**src/rtl/wb_rr_arbiter_pkg.sv**
```systemverilog
// Shared types and helpers for the Wishbone round-robin arbiter and its picker.
package wb_arb_pkg;

  typedef enum logic [1:0] {
    ARB_IDLE,
    ARB_OWN,
    ARB_TERR
  } arb_state_e;

  function automatic int unsigned idx_width(input int unsigned n);
    return (n > 1) ? $clog2(n) : 1;
  endfunction

endpackage

```
**src/rtl/wb_rr_arbiter_if.sv**
```systemverilog
// Bus bundle for the arbiter: requesting masters on m_*, the shared slave on s_*.
// slave = the arbiter's view; master = the masters and slave device around it.
interface wb_rr_arbiter_if #(
  parameter int unsigned NUM_MASTERS   = 4,
  parameter int unsigned WB_ADDR_WIDTH = 32,
  parameter int unsigned WB_DATA_WIDTH = 32
);
  localparam int unsigned SEL_WIDTH = WB_DATA_WIDTH / 8;

  logic [NUM_MASTERS-1:0]               m_cyc_i;
  logic [NUM_MASTERS-1:0]               m_stb_i;
  logic [NUM_MASTERS-1:0]               m_we_i;
  logic [NUM_MASTERS*WB_ADDR_WIDTH-1:0] m_adr_i;
  logic [NUM_MASTERS*WB_DATA_WIDTH-1:0] m_dat_i;
  logic [NUM_MASTERS*SEL_WIDTH-1:0]     m_sel_i;
  logic [WB_DATA_WIDTH-1:0]             m_dat_o;
  logic [NUM_MASTERS-1:0]               m_ack_o;
  logic [NUM_MASTERS-1:0]               m_err_o;

  logic                                 s_cyc_o;
  logic                                 s_stb_o;
  logic                                 s_we_o;
  logic [WB_ADDR_WIDTH-1:0]             s_adr_o;
  logic [WB_DATA_WIDTH-1:0]             s_dat_o;
  logic [SEL_WIDTH-1:0]                 s_sel_o;
  logic [WB_DATA_WIDTH-1:0]             s_dat_i;
  logic                                 s_ack_i;
  logic                                 s_err_i;

  modport slave (
    input  m_cyc_i, m_stb_i, m_we_i, m_adr_i, m_dat_i, m_sel_i,
    output m_dat_o, m_ack_o, m_err_o,
    output s_cyc_o, s_stb_o, s_we_o, s_adr_o, s_dat_o, s_sel_o,
    input  s_dat_i, s_ack_i, s_err_i
  );

  modport master (
    output m_cyc_i, m_stb_i, m_we_i, m_adr_i, m_dat_i, m_sel_i,
    input  m_dat_o, m_ack_o, m_err_o,
    input  s_cyc_o, s_stb_o, s_we_o, s_adr_o, s_dat_o, s_sel_o,
    output s_dat_i, s_ack_i, s_err_i
  );
endinterface

```
**src/rtl/wb_rr_arbiter_pick.sv**
```systemverilog
// Rotating-priority picker: first request found scanning upward from last_i+1, with wrap.
module wb_rr_pick
  import wb_arb_pkg::*;
#(
  parameter int unsigned N  = 4,
  parameter int unsigned IW = idx_width(N)
) (
  input  logic [N-1:0]  req_i,
  input  logic [IW-1:0] last_i,
  output logic [N-1:0]  gnt_o,
  output logic [IW-1:0] idx_o,
  output logic          valid_o
);

  int unsigned pos;

  always_comb begin
    gnt_o   = '0;
    idx_o   = '0;
    valid_o = 1'b0;
    pos     = 0;
    for (int unsigned k = 1; k <= N; k++) begin
      pos = (32'(last_i) + k) % N;
      if (!valid_o && req_i[pos]) begin
        valid_o    = 1'b1;
        gnt_o[pos] = 1'b1;
        idx_o      = IW'(pos);
      end
    end
  end

endmodule

```
**src/rtl/wb_rr_arbiter.sv**
```systemverilog
// N-master to 1-slave Wishbone B3 classic arbiter: round-robin grant held for the
// whole bus cycle, with a per-transfer watchdog that errors out stalled slaves.
module wb_rr_arbiter
  import wb_arb_pkg::*;
#(
  parameter int unsigned NUM_MASTERS   = 4,
  parameter int unsigned WB_ADDR_WIDTH = 32,
  parameter int unsigned WB_DATA_WIDTH = 32,
  parameter int unsigned TIMEOUT       = 255
) (
  input  logic                   clk,
  input  logic                   rst_i,
  wb_rr_arbiter_if.slave         bus,
  output logic [NUM_MASTERS-1:0] gnt_o,
  output logic                   busy_o
);

  localparam int unsigned IW  = idx_width(NUM_MASTERS);
  localparam int unsigned SW  = WB_DATA_WIDTH / 8;
  localparam int unsigned WDW = (TIMEOUT > 0) ? $clog2(TIMEOUT + 1) : 1;
  // The transition is taken on the stalled cycle that brings the count to TIMEOUT.
  localparam logic [WDW-1:0] WD_LAST = WDW'((TIMEOUT > 0) ? TIMEOUT - 1 : 0);

  arb_state_e             state_q;
  logic [NUM_MASTERS-1:0] gnt_q;
  logic [IW-1:0]          last_q;
  logic [WDW-1:0]         wd_q;

  logic [NUM_MASTERS-1:0] pick_gnt;
  logic [IW-1:0]          pick_idx;
  logic                   pick_valid;

  logic        own;
  logic        terr;
  logic        cyc_g;
  logic        stall;
  int unsigned g;

  wb_rr_pick #(
    .N  (NUM_MASTERS),
    .IW (IW)
  ) u_pick (
    .req_i   (bus.m_cyc_i),
    .last_i  (last_q),
    .gnt_o   (pick_gnt),
    .idx_o   (pick_idx),
    .valid_o (pick_valid)
  );

  // Reset gates the slave side combinationally so a mid-cycle reset drops it at once.
  always_comb begin
    g           = 32'(last_q);
    own         = (state_q == ARB_OWN) && !rst_i;
    terr        = (state_q == ARB_TERR) && !rst_i;
    cyc_g       = bus.m_cyc_i[g];
    bus.s_cyc_o = own && cyc_g;
    bus.s_stb_o = own && bus.m_stb_i[g];
    bus.s_we_o  = own && bus.m_we_i[g];
    bus.s_adr_o = bus.m_adr_i[g*WB_ADDR_WIDTH +: WB_ADDR_WIDTH];
    bus.s_dat_o = bus.m_dat_i[g*WB_DATA_WIDTH +: WB_DATA_WIDTH];
    bus.s_sel_o = bus.m_sel_i[g*SW +: SW];
    bus.m_dat_o = bus.s_dat_i;
    bus.m_ack_o = gnt_q & {NUM_MASTERS{own && bus.s_ack_i}};
    bus.m_err_o = gnt_q & {NUM_MASTERS{(own && bus.s_err_i) || terr}};
    stall       = bus.s_stb_o && !bus.s_ack_i && !bus.s_err_i;
  end

  always_ff @(posedge clk) begin
    if (rst_i) begin
      state_q <= ARB_IDLE;
      gnt_q   <= '0;
      last_q  <= IW'(NUM_MASTERS - 1);
      wd_q    <= '0;
    end else begin
      unique case (state_q)
        ARB_IDLE: begin
          wd_q <= '0;
          if (pick_valid) begin
            state_q <= ARB_OWN;
            gnt_q   <= pick_gnt;
            last_q  <= pick_idx;
          end
        end
        ARB_OWN: begin
          if (!cyc_g) begin
            state_q <= ARB_IDLE;
            gnt_q   <= '0;
            wd_q    <= '0;
          end else if ((TIMEOUT > 0) && stall) begin
            if (wd_q == WD_LAST) begin
              state_q <= ARB_TERR;
              wd_q    <= '0;
            end else begin
              wd_q <= wd_q + 1'b1;
            end
          end else begin
            wd_q <= '0;
          end
        end
        ARB_TERR: begin
          wd_q <= '0;
          if (cyc_g) begin
            state_q <= ARB_OWN;
          end else begin
            state_q <= ARB_IDLE;
            gnt_q   <= '0;
          end
        end
        default: begin
          state_q <= ARB_IDLE;
          gnt_q   <= '0;
          wd_q    <= '0;
        end
      endcase
    end
  end

  assign gnt_o  = gnt_q;
  assign busy_o = (state_q != ARB_IDLE);

endmodule

```
**src/flat_wrapper.sv**
```systemverilog
// flat-port wrapper written by rule: the top's interface ports become plain ports
module wb_rr_arbiter_flat import wb_arb_pkg::*;
#(
  parameter int unsigned NUM_MASTERS   = 4,
  parameter int unsigned WB_ADDR_WIDTH = 32,
  parameter int unsigned WB_DATA_WIDTH = 32,
  parameter int unsigned TIMEOUT       = 255
)
  (clk, rst_i, gnt_o, busy_o, bus_m_cyc_i, bus_m_stb_i, bus_m_we_i, bus_m_adr_i, bus_m_dat_i, bus_m_sel_i, bus_m_dat_o, bus_m_ack_o, bus_m_err_o, bus_s_cyc_o, bus_s_stb_o, bus_s_we_o, bus_s_adr_o, bus_s_dat_o, bus_s_sel_o, bus_s_dat_i, bus_s_ack_i, bus_s_err_i);
  wb_rr_arbiter_if #(.NUM_MASTERS(NUM_MASTERS), .WB_ADDR_WIDTH(WB_ADDR_WIDTH), .WB_DATA_WIDTH(WB_DATA_WIDTH)) bus_i ();
  input  logic clk;
  input  logic rst_i;
  output logic [NUM_MASTERS-1:0] gnt_o;
  output logic busy_o;
  input wire logic [$bits(bus_i.m_cyc_i)-1:0] bus_m_cyc_i;
  input wire logic [$bits(bus_i.m_stb_i)-1:0] bus_m_stb_i;
  input wire logic [$bits(bus_i.m_we_i)-1:0] bus_m_we_i;
  input wire logic [$bits(bus_i.m_adr_i)-1:0] bus_m_adr_i;
  input wire logic [$bits(bus_i.m_dat_i)-1:0] bus_m_dat_i;
  input wire logic [$bits(bus_i.m_sel_i)-1:0] bus_m_sel_i;
  output wire logic [$bits(bus_i.m_dat_o)-1:0] bus_m_dat_o;
  output wire logic [$bits(bus_i.m_ack_o)-1:0] bus_m_ack_o;
  output wire logic [$bits(bus_i.m_err_o)-1:0] bus_m_err_o;
  output wire logic [$bits(bus_i.s_cyc_o)-1:0] bus_s_cyc_o;
  output wire logic [$bits(bus_i.s_stb_o)-1:0] bus_s_stb_o;
  output wire logic [$bits(bus_i.s_we_o)-1:0] bus_s_we_o;
  output wire logic [$bits(bus_i.s_adr_o)-1:0] bus_s_adr_o;
  output wire logic [$bits(bus_i.s_dat_o)-1:0] bus_s_dat_o;
  output wire logic [$bits(bus_i.s_sel_o)-1:0] bus_s_sel_o;
  input wire logic [$bits(bus_i.s_dat_i)-1:0] bus_s_dat_i;
  input wire logic [$bits(bus_i.s_ack_i)-1:0] bus_s_ack_i;
  input wire logic [$bits(bus_i.s_err_i)-1:0] bus_s_err_i;
  assign bus_i.m_cyc_i = bus_m_cyc_i;
  assign bus_i.m_stb_i = bus_m_stb_i;
  assign bus_i.m_we_i = bus_m_we_i;
  assign bus_i.m_adr_i = bus_m_adr_i;
  assign bus_i.m_dat_i = bus_m_dat_i;
  assign bus_i.m_sel_i = bus_m_sel_i;
  assign bus_m_dat_o = bus_i.m_dat_o;
  assign bus_m_ack_o = bus_i.m_ack_o;
  assign bus_m_err_o = bus_i.m_err_o;
  assign bus_s_cyc_o = bus_i.s_cyc_o;
  assign bus_s_stb_o = bus_i.s_stb_o;
  assign bus_s_we_o = bus_i.s_we_o;
  assign bus_s_adr_o = bus_i.s_adr_o;
  assign bus_s_dat_o = bus_i.s_dat_o;
  assign bus_s_sel_o = bus_i.s_sel_o;
  assign bus_i.s_dat_i = bus_s_dat_i;
  assign bus_i.s_ack_i = bus_s_ack_i;
  assign bus_i.s_err_i = bus_s_err_i;
  wb_rr_arbiter #(.NUM_MASTERS(NUM_MASTERS), .WB_ADDR_WIDTH(WB_ADDR_WIDTH), .WB_DATA_WIDTH(WB_DATA_WIDTH), .TIMEOUT(TIMEOUT)) u_core (.clk(clk), .rst_i(rst_i), .bus(bus_i), .gnt_o(gnt_o), .busy_o(busy_o));
endmodule
```
**config.mk**
```make
export PLATFORM = sky130hd
export DESIGN_NAME = wb_rr_arbiter_flat
export DESIGN_NICKNAME = d
export VERILOG_FILES = /design/src/rtl/wb_rr_arbiter_pkg.sv /design/src/rtl/wb_rr_arbiter_if.sv /design/src/rtl/wb_rr_arbiter_pick.sv /design/src/rtl/wb_rr_arbiter.sv /design/src/flat_wrapper.sv
export SDC_FILE = /design/constraint.sdc
export NUM_CORES = 1
export LEC_CHECK = 0
export ABC_CLOCK_PERIOD_IN_PS = 8670
export CAP_MARGIN = 20
export CORE_AREA = 8 8 163 165
export DETAILED_ROUTE_END_ITERATION = 6
export DIE_AREA = 0 0 171 173
export DONT_BUFFER_PORTS = 1
export GPL_TIMING_DRIVEN = 0
export SLEW_MARGIN = 20
export SYNTH_ARGS = -nofsm -noshare
export SYNTH_HDL_FRONTEND = slang
export SYNTH_SLANG_ARGS = --single-unit
```
**constraint.sdc**
```tcl
create_clock -name clk -period 8.67 [get_ports clk]
set_input_delay 0.4335 -clock clk [delete_from_list [all_inputs] [get_ports clk]]
set_output_delay 0.4335 -clock clk [all_outputs]
set_load 0.005 [all_outputs]
```
# --- Yosys cells after proc, flatten, opt, wreduce, memory -nomap -nowiden ---
# Index checks and enable logic that the tools add are counted.
# Widths: inputs -> output; s select.
op_classes:
  bitwise_logic: 8
  n_addsub: 5
  mux: 43
  n_div: 0
  reduce_logical: 30
  eq_ne: 7
  n_shift: 3
  n_mul: 0
  magnitude_cmp: 9
op_table:
  columns: ["op", "count"]
  rows:
  - ["$shiftx 128x8->32", 2]
  - ["$mux 4", 6]
  - ["$logic_and 1x1->1", 16]
  - ["$mux 1", 16]
  - ["$mux 2", 8]
  - ["$shiftx 16x5->4", 1]
  - ["$lt 2x3->1 const B", 5]
  - ["$bmux 1 s2", 7]
  - ["$or 4x4->4", 3]
  - ["$add 8x1->8 const B", 1]
  - ["$and 4x4->4", 2]
  - ["$demux 1 s2", 4]
  - ["$eq 8x8->1 const B", 1]
  - ["$ge 2x1->1 const B", 4]
  - ["$pmux 4 s2", 1]
  - ["$logic_not 1->1", 6]
  - ["$ne 3x3->1 const B", 2]
  - ["$pmux 2 s3", 1]
  - ["$reduce_or 5->1", 1]
  - ["$add 2x1->2 const B", 2]
  - ["$add 2x2->2 const B", 2]
  - ["$reduce_and 2->1", 2]
  - ["$not 1->1", 3]
  - ["$reduce_and 3->1", 1]
  - ["other kinds (8)", 8]
totals:
  latchBits: 0
  n_memories: 0
  inputBits: 320
  ram_bits: 0
  register_bits: 16
  output_inout_bits: 116
  mem_bits_ro: 0
  wordCells: 109

# --- Logic depth before layout (Yosys ltp) ---
depth:
  depth_word: 15
  mapped_depth: 11
  mapped_depth_nobuf: 7

# --- Cells and area by module ---
# From an unflattened synthesis, not the netlist that was laid out.
unflattened:
  hier_cells: 310
  hier_area_um2: 3393.3
modules_own_cells:
  columns: ["mod", "seq_area_each_um2", "cells_each", "area_per_inst_um2", "instances"]
  rows:
  - ["wb_rr_arbiter", 320.3, 224, 2763.9, 1]
  - ["wb_rr_pick", 0.0, 86, 629.4, 1]

# --- Worst setup path after synthesis ---
# No wires, ideal clock.
synth_path:
  path_kind: "register to register"
  from: "reg u_core.last_q[0]"
  to: "reg u_core.state_q[0]"
  setup_slack_ps: 5636
  required_ps: 8555
  synth_period_minus_slack_ps: 3034
  stages_incl_launch_ff: 11
  t_arrival_ps: 2918
  n_path_buf: 3
  setup_time_ps: 115
  path_cell_list: "dfxtp_1 buf_6 clkbuf_1 buf_2 inv_1 ha_1 mux4_2 nor4_2 nand2_1 and3_1 a31o_1"
synth_between:
  elab_chain_cells: 15
  elab_cells_between_ends: 36
  classes_between: "add/sub (4); eq/ne (3); mux (19); reduce/logical (10)"
synth_rtl:
  columns: ["element", "line", "text"]
  rows:
  - ["from (decl)", "wb_rr_arbiter.sv:26", "logic [IW-1:0] last_q;"]
  - ["from (signal assigned)", "wb_rr_arbiter.sv:72", "last_q <= IW'(NUM_MASTERS - 1);"]
  - ["from (signal assigned)", "wb_rr_arbiter.sv:81", "last_q <= pick_idx;"]
  - ["$add 2x1->2", "wb_rr_arbiter_pick.sv:23", "pos = (32'(last_i) + k) % N;"]
  - ["$bmux 1 s2", "wb_rr_arbiter_pick.sv:24", "if (!valid_o && req_i[pos]) begin"]
  - ["$mux 1 (not written as such)", "wb_rr_arbiter_pick.sv:24", null]
  - ["$mux 1", "wb_rr_arbiter_pick.sv:24", null]
  - ["$logic_not 1->1", "wb_rr_arbiter_pick.sv:24", null]
  - ["$logic_and 1x1->1", "wb_rr_arbiter_pick.sv:24", null]
  - ["$mux 1", "wb_rr_arbiter_pick.sv:24", null]
  - ["$logic_not 1->1", "wb_rr_arbiter_pick.sv:24", null]
  - ["$logic_and 1x1->1", "wb_rr_arbiter_pick.sv:24", null]
  - ["$mux 1", "wb_rr_arbiter_pick.sv:24", null]
  - ["$logic_not 1->1", "wb_rr_arbiter_pick.sv:24", null]
  - ["$logic_and 1x1->1", "wb_rr_arbiter_pick.sv:24", null]
  - ["$mux 1", "wb_rr_arbiter_pick.sv:24", null]
  - ["$ne 2x1->1 (no line)", null, null]
  - ["$reduce_and 3->1 (no line)", null, null]
  - ["to (signal assigned)", "wb_rr_arbiter.sv:70", "state_q <= ARB_IDLE;"]
  - ["to (signal assigned)", "wb_rr_arbiter.sv:79", "state_q <= ARB_OWN;"]
  - ["to (signal assigned)", "wb_rr_arbiter.sv:86", "state_q <= ARB_IDLE;"]
  - ["to (decl)", "wb_rr_arbiter.sv:24", "arb_state_e state_q;"]
# Several ways; a longest one is shown, not always the timed one. The select of a mux whose other input is x is not followed.
# A chain may end at the register's enable or synchronous reset.

# --- Final worst setup path ---
layout_path:
  from: "reg u_core.last_q[1]"
  to: "reg u_core.state_q[0]"
# Same word-level chain as after synthesis.

==> results.ini <==
[outcome]
status = finished, final reports clean

[critical_path]
crit_chain = clkbuf_1 > clkbuf_1 > inv_1 > ha_1 > mux4_2 > nor4_2 > nand2_1 > and3_1 > a31o_1
critPathCaptureType = register
arrival_ns = 4.00
path_buf_inv = 3
cp_top_family = buffers and inverters
max_stage_delay_ns = 0.71
cp_common_cell = clkbuf_1
critPathMaxFanout = 10
regToRegSetupSlack_ns = 4.81
critPathSlowestCell = clkbuf_1
crit_required_ns = 8.81
start_kind = register
crit_type = reg2reg

[synth]
yosysWarnings = 0
ys_ff_latch = 16
synth_ff_type = dfxtp_1
seq_area_frac_synth = 0.1040
avgSynthCellArea_um2 = 12.37
synth_top_family_by_area = multiplexers
synthCells = 249
synthArstFlopShare = 0
synth.area.top_cells = mux4_2 54%, dfxtp_1 10%, buf_4 7.8%, ha_1 5.7%, nor2_1 1.6%
synthTopCellsByCount = 74 x mux4_2, 32 x buf_4, 16 x dfxtp_1
synth_top_area_cell = mux4_2
synth-xor-area-share = 0.01990
synth-edff-count = 0
yosys.area_share.simple = 0.09545
synth.top_cell.area_share = 0.5410
yosysUniqueCellTypes = 37
synth_area_um2 = 3080
synth_compound_area_frac = 0.06093
yosysMostFrequentCell = mux4_2
muxShareOfSynthArea = 0.5479
syn_nets = 583
synth_adder_area_share = 0.05686

[route]
num_vias = 2587
ant_nets = 0
post-route-drc-count = 0
viasPerCell = 4.468
wirelength_mm = 18.73
routedWlPerCell_um = 32.34
drt_pass1_iterations = 4
drt_first_iter_violations = 133

[layout]
drive_gt1_frac = 0.4901
final_nets = 588
fin_area_um2 = 3580
area_growth_pct = 16.21

[global_routing]
gr-usage-all-layers = 0.1157
grt_max_degree = 11
grt_first_pass_wirelength_mm = 24.47
gr-total-overflow = 0
first_global_vias = 2780
antenna_found_initial = 2

[clocking]
cts_buffer_depth = 2
cts.hold.buffers_added = 0
ctsResizeCount = 0
cts_root_buf = clkbuf_16
cts_max_level = 1
cts_made_buffers = 3
cts_setup_buffers = 0
cts_tree = yes
clk_latency_ns = 0.25
cts.sinks = 16
path_clk_slew_ns = 0.05

[sta]
fin_crit_sh = 0.4457
rsz0062_at_grt = false
hold_viol_final = 0
report.final.slew_viol_count = 0
relSlewSlack = 0.4041
fin_tns_setup_ns = 0
finalSetupViolCount = 0
worstMarginPinSlew_ns = 0.8939
min_period_ns = 3.864
timing.fmax_ghz = 0.2588
finalClockSkew_ns = 0.001544

[placement]
dp_hpwl_mm = 17.52
routabilityCongestion = 0.9285
port_buffers = 0
dpl-instance-area_um2 = 3486

[die]
fp.dieH_um = 173
die_w_um = 171
rows = 57
initial_utilization = 0.1286
core_area_um2 = 23960
num_io_pins = 436
die_area_um2 = 29580

[job]
max-cap-violations = 0

[power_and_ir_drop]
vdd_ir_drop_max_mv = 0.1210
power_density_nw_per_um2 = 269.4
cellLeakagePower_nw = 1.229

[min_path]
min_path_type = in2reg

-- cell families after synthesis --
logic type                 count (synthesis)
adders and majority gates                 14
buffers and inverters                     58
AOI/OAI and AO/OA                         25
DFF                                       16
muxes                                     76
and+or+nand+nor                           53
xor gates and xnor gates                   7
-- sequential cells by signal, summed over array words and instances (netlist names) --
signal          flops
u_core.gnt_o        4
u_core.last_q       2
u_core.state_q      2
u_core.wd_q         8
-- cell usage in the layout, fill, tap and decap left out, types with 2 or more instances in the layout --
cell type / synthesis / final
mux4_2: 74 / 74
dfxtp_1: 16 / 16
nand2_1: 8 / 8
nand4_1: 2 / 2
buf_2: 7 / 7
nor2_1: 13 / 13
ha_1: 14 / 14
o211ai_1: 2 / 2
nand3_1: 4 / 4
buf_4: 32 / 32
clkbuf_1: 8 / 8
buf_1: 2 / 2
xor2_1: 4 / 4
a22o_1: 4 / 4
xnor2_1: 3 / 3
nor2b_1: 6 / 6
inv_1: 8 / 8
o2bb2ai_1: 4 / 4
clkbuf_16: 0 / 3
diode_2: 0 / 2
and2_1: 7 / 7
and3_1: 6 / 6
a21oi_1: 3 / 3
o21ai_0: 4 / 4
a221oi_1: 4 / 4
-- report_power, final --
group          internal [W]  leakage [nW]  switching, W  total (W)
registers         0.0000899         0.130     0.0000228   0.000113
clock network     0.0000701        0.0442     0.0000296  0.0000997
logic              0.000349          1.05      0.000402   0.000752
total              0.000509          1.23      0.000455   0.000964
-- through the flow --
step / util / hold slack (ns) / cells / total power [W] / worst slack (ns)
after floorplan: - / 0.4411 / 249 / 0.0006771 / 5.636
after global placement: 0.1455 / 0.4591 / 573 / 0.0008767 / 4.683
after detailed placement: 0.1455 / 0.4716 / 573 / 0.0008864 / 4.630
after CTS: 0.1492 / 0.2997 / 577 / 0.0009851 / 4.623
after global routing: 0.1492 / 0.3126 / 577 / 0.001030 / 4.418
final: 0.1494 / 0.2992 / 579 / 0.0009642 / 4.806
-- final timing paths --
path	start	to	depth (start not counted)
max	u_core.last_q[1]$_SDFFE_PP1P_	u_core.state_q[0]$_SDFFE_PP0P_	9
min	rst_i	u_core.last_q[1]$_SDFFE_PP1P_	2
max reg2reg	u_core.last_q[1]$_SDFFE_PP1P_	u_core.state_q[0]$_SDFFE_PP0P_	9
min reg2reg	u_core.wd_q[0]$_SDFF_PP0_	u_core.wd_q[0]$_SDFF_PP0_	1
-- routing by layer --
layer	global-route usage	vias up	wire length, um
li1	-	1001	-
met1	0.1361	1325	6871
met2	0.1987	245	9467
met3	0.04486	12	2120
met4	0.01704	4	237
met5	0	-	27
-- area by class of cell --
class                           count  area, um^2
Antenna cell                        2       5.005
Multi-Input combinational cell    175        2406
Buffer                             50       324.1
Fill cell                        2687       20380
Tap cell                          324       405.4
Clock buffer                        4       88.84
Inverter                            8       30.03
Sequential cell                    16       320.3
Power figures use the tool's default switching activity.
